### src/rtl/tx_data_serializer.sv
// CAN data-field serializer: captures the four transmit data words and DLC on load,
// then shifts the field out MSB-first, one bit per bit_req strobe.
module tx_data_serializer (
    input  logic        clk,
    input  logic        rst,
    input  logic        load,
    input  logic        abort,
    input  logic        bit_req,
    input  logic [15:0] tx_word0,
    input  logic [15:0] tx_word1,
    input  logic [15:0] tx_word2,
    input  logic [15:0] tx_word3,
    input  logic [3:0]  dlc,
    output logic        tx_bit,
    output logic        busy,
    output logic        done,
    output logic [6:0]  bits_left
);

    typedef enum logic [1:0] {
        ST_IDLE,
        ST_SHIFT,
        ST_DONE
    } state_t;

    state_t      state_q, state_d;
    logic [63:0] sreg_q, sreg_d;
    logic [6:0]  bits_left_q, bits_left_d;

    // DLC values above 8 still mean an 8-byte data field.
    function automatic logic [6:0] frame_bits(input logic [3:0] code);
        logic [3:0] len;
        len = (code > 4'd8) ? 4'd8 : code;
        return {len, 3'b000};
    endfunction

    always_ff @(posedge clk) begin
        if (rst) begin
            state_q     <= ST_IDLE;
            sreg_q      <= '0;
            bits_left_q <= '0;
        end else begin
            state_q     <= state_d;
            sreg_q      <= sreg_d;
            bits_left_q <= bits_left_d;
        end
    end

    always_comb begin
        state_d     = state_q;
        sreg_d      = sreg_q;
        bits_left_d = bits_left_q;
        if (abort) begin
            state_d     = ST_IDLE;
            sreg_d      = '0;
            bits_left_d = '0;
        end else begin
            case (state_q)
                ST_IDLE: begin
                    if (load) begin
                        if (frame_bits(dlc) != 7'd0) begin
                            sreg_d      = {tx_word0, tx_word1, tx_word2, tx_word3};
                            bits_left_d = frame_bits(dlc);
                            state_d     = ST_SHIFT;
                        end else begin
                            state_d = ST_DONE;
                        end
                    end
                end
                ST_SHIFT: begin
                    if (bit_req) begin
                        sreg_d      = {sreg_q[62:0], 1'b0};
                        bits_left_d = bits_left_q - 7'd1;
                        if (bits_left_q == 7'd1) begin
                            state_d = ST_DONE;
                        end
                    end
                end
                ST_DONE: begin
                    state_d     = ST_IDLE;
                    bits_left_d = '0;
                end
                default: begin
                    state_d     = ST_IDLE;
                    sreg_d      = '0;
                    bits_left_d = '0;
                end
            endcase
        end
    end

    // Line idles recessive whenever no data bit is being presented.
    always_comb begin
        tx_bit = 1'b1;
        busy   = 1'b0;
        done   = 1'b0;
        case (state_q)
            ST_SHIFT: begin
                tx_bit = sreg_q[63];
                busy   = 1'b1;
            end
            ST_DONE: done = 1'b1;
            default: ;
        endcase
    end

    assign bits_left = bits_left_q;

endmodule

### config.mk
export PLATFORM = sky130hd
export DESIGN_NAME = tx_data_serializer
export DESIGN_NICKNAME = d
export VERILOG_FILES = /design/src/rtl/tx_data_serializer.sv
export SDC_FILE = /design/constraint.sdc
export NUM_CORES = 1
export LEC_CHECK = 0
export CAP_MARGIN = 15
export CORE_MARGIN = 2
export CORE_UTILIZATION = 30
export CTS_CLUSTER_SIZE = 14
export DETAILED_ROUTE_END_ITERATION = 6
export PLACE_DENSITY = 0.48
export RECOVER_POWER = 50
export SYNTH_ARGS = -nofsm -noshare
export SYNTH_HDL_FRONTEND = slang
export SYNTH_SLANG_ARGS = --single-unit
### constraint.sdc
create_clock -name clk -period 2.1 [get_ports clk]
set_input_delay 0.21 -clock clk [delete_from_list [all_inputs] [get_ports clk]]
set_output_delay 0.21 -clock clk [all_outputs]
set_load 0.01 [all_outputs]
==> impl_metrics.tcl, run 1 <==
set metrics [dict create \
    wl_mm 9.421 \
    tightest_slew_ns 0.5501 \
    hold_buffers 0 \
    synth.area.top_cells "dfxtp_1 37%, mux2i_1 16%, a21oi_2 13%" \
    critPathCaptureType "primary output" \
    yosysTopAreaCell "dfxtp_1" \
    async_flop_share_pct 0 \
    syn-mean-instance-area_um2 9.442 \
    utilization_pct 39.89 \
    num_vias 3195 \
    die_area_mm2 0.01419 \
    start_util_pct 30.38 \
    route.detailed.drc 0 \
    min_path_cells 2 \
    required_ns 1.89 \
    hold_path_class "reg -> reg" \
    syn-cell-area_mm2 0.003975 \
    drt_iter0_drc 189 \
    max_freq_ghz 0.4894 \
    drive_gt1_share_pct 22.54 \
    multi_input_area_mm2 0.002231 \
    syn_nets 496 \
    dpl_cell_area_mm2 0.004999 \
    p_leak_nw 1.706 \
    min_period_ns 2.043 \
    rsz0062_at_grt "true" \
    grt_max_degree 56 \
    antenna_found_initial 0 \
    grt_pass1_wl_mm 16.06 \
    coreArea_mm2 0.01309 \
    htreeDepth 3 \
    cts_tree "done" \
    final_cell_area_mm2 0.005220 \
    insertion_delay_ns 0.33 \
    cts_setup_buffers 0 \
    path_clk_slew_ns 0.06 \
    crit_path_start_kind "flip-flop" \
    drv_slew 0 \
    io_pins 83 \
    yosysWarnings 0 \
    gp_congestion 0.7685 \
    cts.sinks 73 \
    final_net_count 567 \
    critical_path_class "reg -> out" \
    ys_ff_latch 73 \
    hp-start "sreg_q[25]" \
    cts_resized 0 \
    cts-root-buf "clkbuf_16" \
    netlist_instances 421 \
    dp_cells 657 \
    pwr_density_cell_mw_per_mm2 674.0 \
    die_h_um 119.1 \
    synth.most_common_cell "dfxtp_1" \
    instances_no_fill 673 \
    ir_drop_mv 0.2712 \
    dp.final_hpwl_mm 6.049 \
    fin_crit_sh_pct 97.30 \
    synth-seq-area-share_pct 36.76 \
    register_area_mm2 0.001466 \
    ys.flop_type "dfxtp_1" \
    r2r_slack_ns 0.34 \
    timing.rr.start "bits_left[1]" \
    synthTopCellsByCount "73 x dfxtp_1, 64 x mux2i_1, 64 x or3_1, 60 x a21oi_2, 45 x nand2_1" \
    grt_pass1_vias 3228 \
    drtAntennaViolNets 0 \
    numPortBuffers 82 \
    r2r_cells 6 \
    status "finished, final reports clean" \
    grt-ovfl-total 0 \
    grt_usage_pct 14.01 \
    drv_cap 0 \
    r2r_end "bits_left[4]" \
    wl_per_cell_um 14.00 \
    cts_inserted_buffers 9 \
    synth_cell_types 42 \
    maxSlewHeadroom_pct 62.81 \
    synth_edf_count 0 \
    worstPathArrival_ns 1.83 \
    nFillCells 1308 \
    setup_viol 0 \
    first_pass_iters 4 \
    fin_worst_skew_ns 0.007303 \
    hold_end "sreg_q[25]" \
    synth_top_area_share_pct 36.76 \
    via_per_inst 4.747 \
    rows 42 \
    dieWidth_um 119.1 \
    hold_viol_final 0 \
    cts_buffer_depth 2 \
    area_growth_pct 31.32 \
    cp_max_fo 8 \
    antenna_cells 0 \
]
## where the power goes
part           internal [mW]  leakage, nW  switching, mW
Combinational          0.313        0.973          0.272
Sequential              1.43        0.594         0.0329
Clock                  0.896        0.139          0.571
## stage by stage
stage / hold slack, ns / TNS [ns] / total power [mW] / setup WS (ns)
global route: 0.4657 / -0.1246 / 3.697 / -0.03079
floorplan: 0.3758 / 0 / 1.870 / 0.4770
detailed placement: 0.4462 / 0 / 2.109 / 0.001601
CTS: 0.4555 / 0 / 3.603 / 0.04184
finish: 0.4523 / 0 / 3.518 / 0.05661
global placement: 0.4400 / 0 / 2.104 / 0.01660
## state kept, by name, summed over array words and instances, names as in the netlist
name and count:
sreg_q 64, bits_left 7, state_q 2
## critical path, stage by stage (launching register included)
cell and delay [ns]:
dfxtp_2 0.44, nand2b_1 0.25, inv_1 0.16, nand2b_1 0.12, clkdlybuf4s50_1 0.54
## layer usage
layer	GRT usage, %	vias to the layer above	wire [um]
met2	22.23	64	4305
met4	6.473	0	208
met5	0	-	0
met3	2.730	14	409
met1	18.32	1488	4498
li1	-	1629	-
## logic make-up (layout without fill, tap and decap cells)
| logic type | count (synthesis) | in the layout | share of synthesized area [%] |
|---|---|---|---|
| fa+ha+maj | 2 | 2 | 0.6294 |
| simple gates | 153 | 153 | 21.44 |
| flops | 73 | 73 | 36.76 |
| mux | 64 | 64 | 16.12 |
| compound gates | 86 | 86 | 18.51 |
| xor+xnor | 1 | 1 | 0.2204 |
| buf+inv | 42 | 118 | 6.326 |
## how the worst max path moves through the flow
stage | cells after the start | from | slack, ns | endpoint
finish | 4 | state_q[1] | 0.06 | tx_bit
global route | 3 | state_q[1] | -0.03 | done
CTS | 4 | state_q[1] | 0.04 | tx_bit
detailed placement | 7 | dlc[0] | 0.002 | sreg_q[29]
global placement | 7 | dlc[0] | 0.02 | sreg_q[47]
floorplan | 6 | state_q[1] | 0.48 | sreg_q[17]
## cell type report
cell class,count,share of cell area [%]
Timing Repair Buffer,99,19.25
Sequential cell,73,28.09
Clock inverter,2,0.2397
Tap cell,176,4.219
Multi-Input combinational cell,306,42.74
Inverter,3,0.2157
Clock buffer,14,5.249
## placed cells by master, fill, tap and decap left out, types with 2 or more instances in the layout
master            n
inv_1             3
a22oi_1           3
a21oi_2          55
nand2_2          20
buf_12            3
buf_8             3
dlygate4sd3_1     7
a21oi_1          14
dfxtp_1          71
and3_1            2
nand2b_1          2
clkbuf_1          4
a31o_2            2
nor3b_1           2
or3_1            64
clkdlybuf4s50_1  75
clkbuf_16         9
o21a_1            2
buf_4             8
nand2_1          45
or4_1             2
nand3_1           2
mux2i_1          64
o21ai_0           2
nor2_1            6
clkbuf_8          3
nor2b_1           3
ha_1              2
No activity file was read; power rests on OpenSTA's default activity.
==> run 2: changes to the inputs <==
==> constraint.sdc (replaced) <==
create_clock -name clk -period 2.1 [get_ports clk]
set_input_delay 0.63 -clock clk [delete_from_list [all_inputs] [get_ports clk]]
set_output_delay 0.63 -clock clk [all_outputs]
set_load 0.01 [all_outputs]
==> impl_metrics.tcl, run 2 (synthesized netlist as in run 1, its figures left out) <==
set metrics [dict create \
    worstPathArrival_ns 2.26 \
    die_h_um 119.1 \
    drt_iter0_drc 141 \
    layout_commonest_cell "clkdlybuf4s50_1" \
    coreArea_mm2 0.01309 \
    wl_mm 9.783 \
    grt-ovfl-total 0 \
    worstPathCellList "dlygate4sd2_1, or4_4, buf_6, a221oi_4, mux2i_1, nor2_1" \
    multi_input_area_mm2 0.002273 \
    setup_viol 0 \
    num_vias 3270 \
    hold_viol_final 0 \
    drive_gt1_share_pct 26.92 \
    clkPwrFrac_pct 39.6 \
    insertion_delay_ns 0.33 \
    io_pins 83 \
    p_seq_share_pct 41.5 \
    path_clk_slew_ns 0.06 \
    regMostFlops "sreg_q" \
    critPathCaptureType "flip-flop" \
    fin_crit_sh_pct 97.32 \
    p_int_mw 2.621 \
    register_area_mm2 0.001469 \
    power_mw 3.526 \
    layout_common_cells "75 x clkdlybuf4s50_1, 71 x dfxtp_1, 64 x mux2i_1" \
    htreeDepth 3 \
    hp-start "sreg_q[23]" \
    drv_cap 0 \
    status "finished, final reports clean" \
    antenna_found_initial 0 \
    grt_usage_pct 14.21 \
    timing.rr.start "state_q[1]" \
    grt_max_degree 57 \
    cp_max_fo 7 \
    wl_per_cell_um 14.28 \
    slowest_delay_ns 0.52 \
    wl_met1_mm 4.906 \
    crit_path_start_kind "input pin" \
    rows 42 \
    route.detailed.drc 0 \
    area_growth_pct 36.54 \
    crit_buf_inv 2 \
    dpl_cell_area_mm2 0.005071 \
    tightest_slew_ns 0.7525 \
    hold_buffers 0 \
    cts.sinks 73 \
    die_area_mm2 0.01419 \
    first_pass_iters 6 \
    crit_family "simple AND/OR/NAND/NOR gates" \
    met2_wirelength_mm 4.337 \
    final_net_count 580 \
    cts-root-buf "clkbuf_16" \
    hold_path_class "reg -> reg" \
    place_ws_ns -0.4427 \
    worst_slack_ns 0.05621 \
    grt_pass1_wl_mm 16.33 \
    gp_congestion 0.7740 \
    fin_worst_skew_ns 0.004506 \
    crit_start "dlc[0]" \
    max_freq_ghz 0.4893 \
    p_sw_mw 0.9052 \
    ir_drop_mv 0.3219 \
    dp.final_hpwl_mm 6.369 \
    drv_slew 0 \
    critPathSlowestCell "or4_4" \
    cts_inserted_buffers 9 \
    dieWidth_um 119.1 \
    critical_path_class "in -> reg" \
    cts_tree "done" \
    maxSlewHeadroom_pct 49.83 \
    start_util_pct 30.38 \
    nFillCells 1291 \
    swShare_pct 25.67 \
    grt_pass1_vias 3266 \
    final_cell_area_mm2 0.005428 \
    cts_buffer_depth 2 \
    largest_reg_flops 64 \
    numPortBuffers 82 \
    drtAntennaViolNets 0 \
    pwr_density_cell_mw_per_mm2 649.6 \
    antenna_cells 0 \
    routed.top_layer "met4" \
    min_period_ns 2.044 \
    dr_wl_met3_um 357 \
    pwr-share-comb_pct 18.9 \
    via_per_inst 4.774 \
    p_leak_nw 1.800 \
    required_ns 2.32 \
]
-- run 2: changes by cell type in the layout (fill, tap and decap cells not counted), moves of 2 or more --
cell	delta
dlygate4sd2_1	+4
a21oi_2	+6
clkbuf_8	-2
clkbuf_1	-3
clkdlybuf4s15_1	+2
a21oi_1	-7
buf_8	-3
clkinv_2	+3
dlygate4sd3_1	-7
buf_12	+5
buf_4	+10
buf_16	+2
-- run 2: layer usage --
| layer | global-route usage, % | up-vias |
|---|---|---|
| met5 | 0 | - |
| met3 | 2.347 | 13 |
| met2 | 22.23 | 58 |
| met1 | 19.23 | 1532 |
| met4 | 6.250 | 0 |
| li1 | - | 1667 |
-- run 2: power groups by stage --
stage          Clock, mW  Sequential (mW)  Combinational [mW]
6_report            1.40             1.46               0.665
3_3_place_gp           0             1.49               0.638
3_5_place_dp           0             1.49               0.640
2_1_floorplan          0             1.49               0.382
4_1_cts             1.44             1.46               0.670
5_1_grt             1.49             1.47               0.727
-- run 2: metrics by stage --
| step | TNS, ns | util (%) | cells | hold WS [ns] |
|---|---|---|---|---|
| 6_report | 0 | 41.48 | 685 | 0.4526 |
| 5_1_grt | -0.005584 | 41.48 | 685 | 0.4642 |
| 4_1_cts | 0 | 41.33 | 684 | 0.4566 |
| 3_5_place_dp | -27.00 | 38.76 | 665 | 0.4473 |
| 3_3_place_gp | -27.39 | 38.76 | 665 | 0.4422 |
| 2_1_floorplan | 0 | - | 421 | 0.4315 |
-- run 2: worst paths after layout --
kind	slack, ns	to	depth (start not counted)
max	0.06	bits_left[1]	6
min	0.45	sreg_q[23]	2
max reg2reg	0.27	sreg_q[16]	7
min reg2reg	0.45	sreg_q[23]	2
-- run 2: area by class of cell --
cell class / count / area share, %
Multi-Input combinational cell: 306 / 41.89
Sequential cell: 73 / 27.06
Timing Repair Buffer: 112 / 21.95
Clock buffer: 11 / 4.472
Tap cell: 176 / 4.057
Clock inverter: 4 / 0.3688
Inverter: 3 / 0.2075
-- run 2: what timing repair did --
item / 4_1_cts / 5_1_grt
cloned: 2 / 0
resized for setup: 12 / 5
setup buffers: 2 / 1
pin swaps: 2 / 4
endpoints found under the setup margin: 59 / 48
-- run 2: worst register-to-register path, delay by kind of cell, from the launching register on --
family | cells | cell delay [ns]
AO/OA/AOI/OAI | 2 | 0.27
buffers and inverters | 3 | 0.50
flip-flops | 1 | 0.37
AND/OR/NAND/NOR | 2 | 0.62
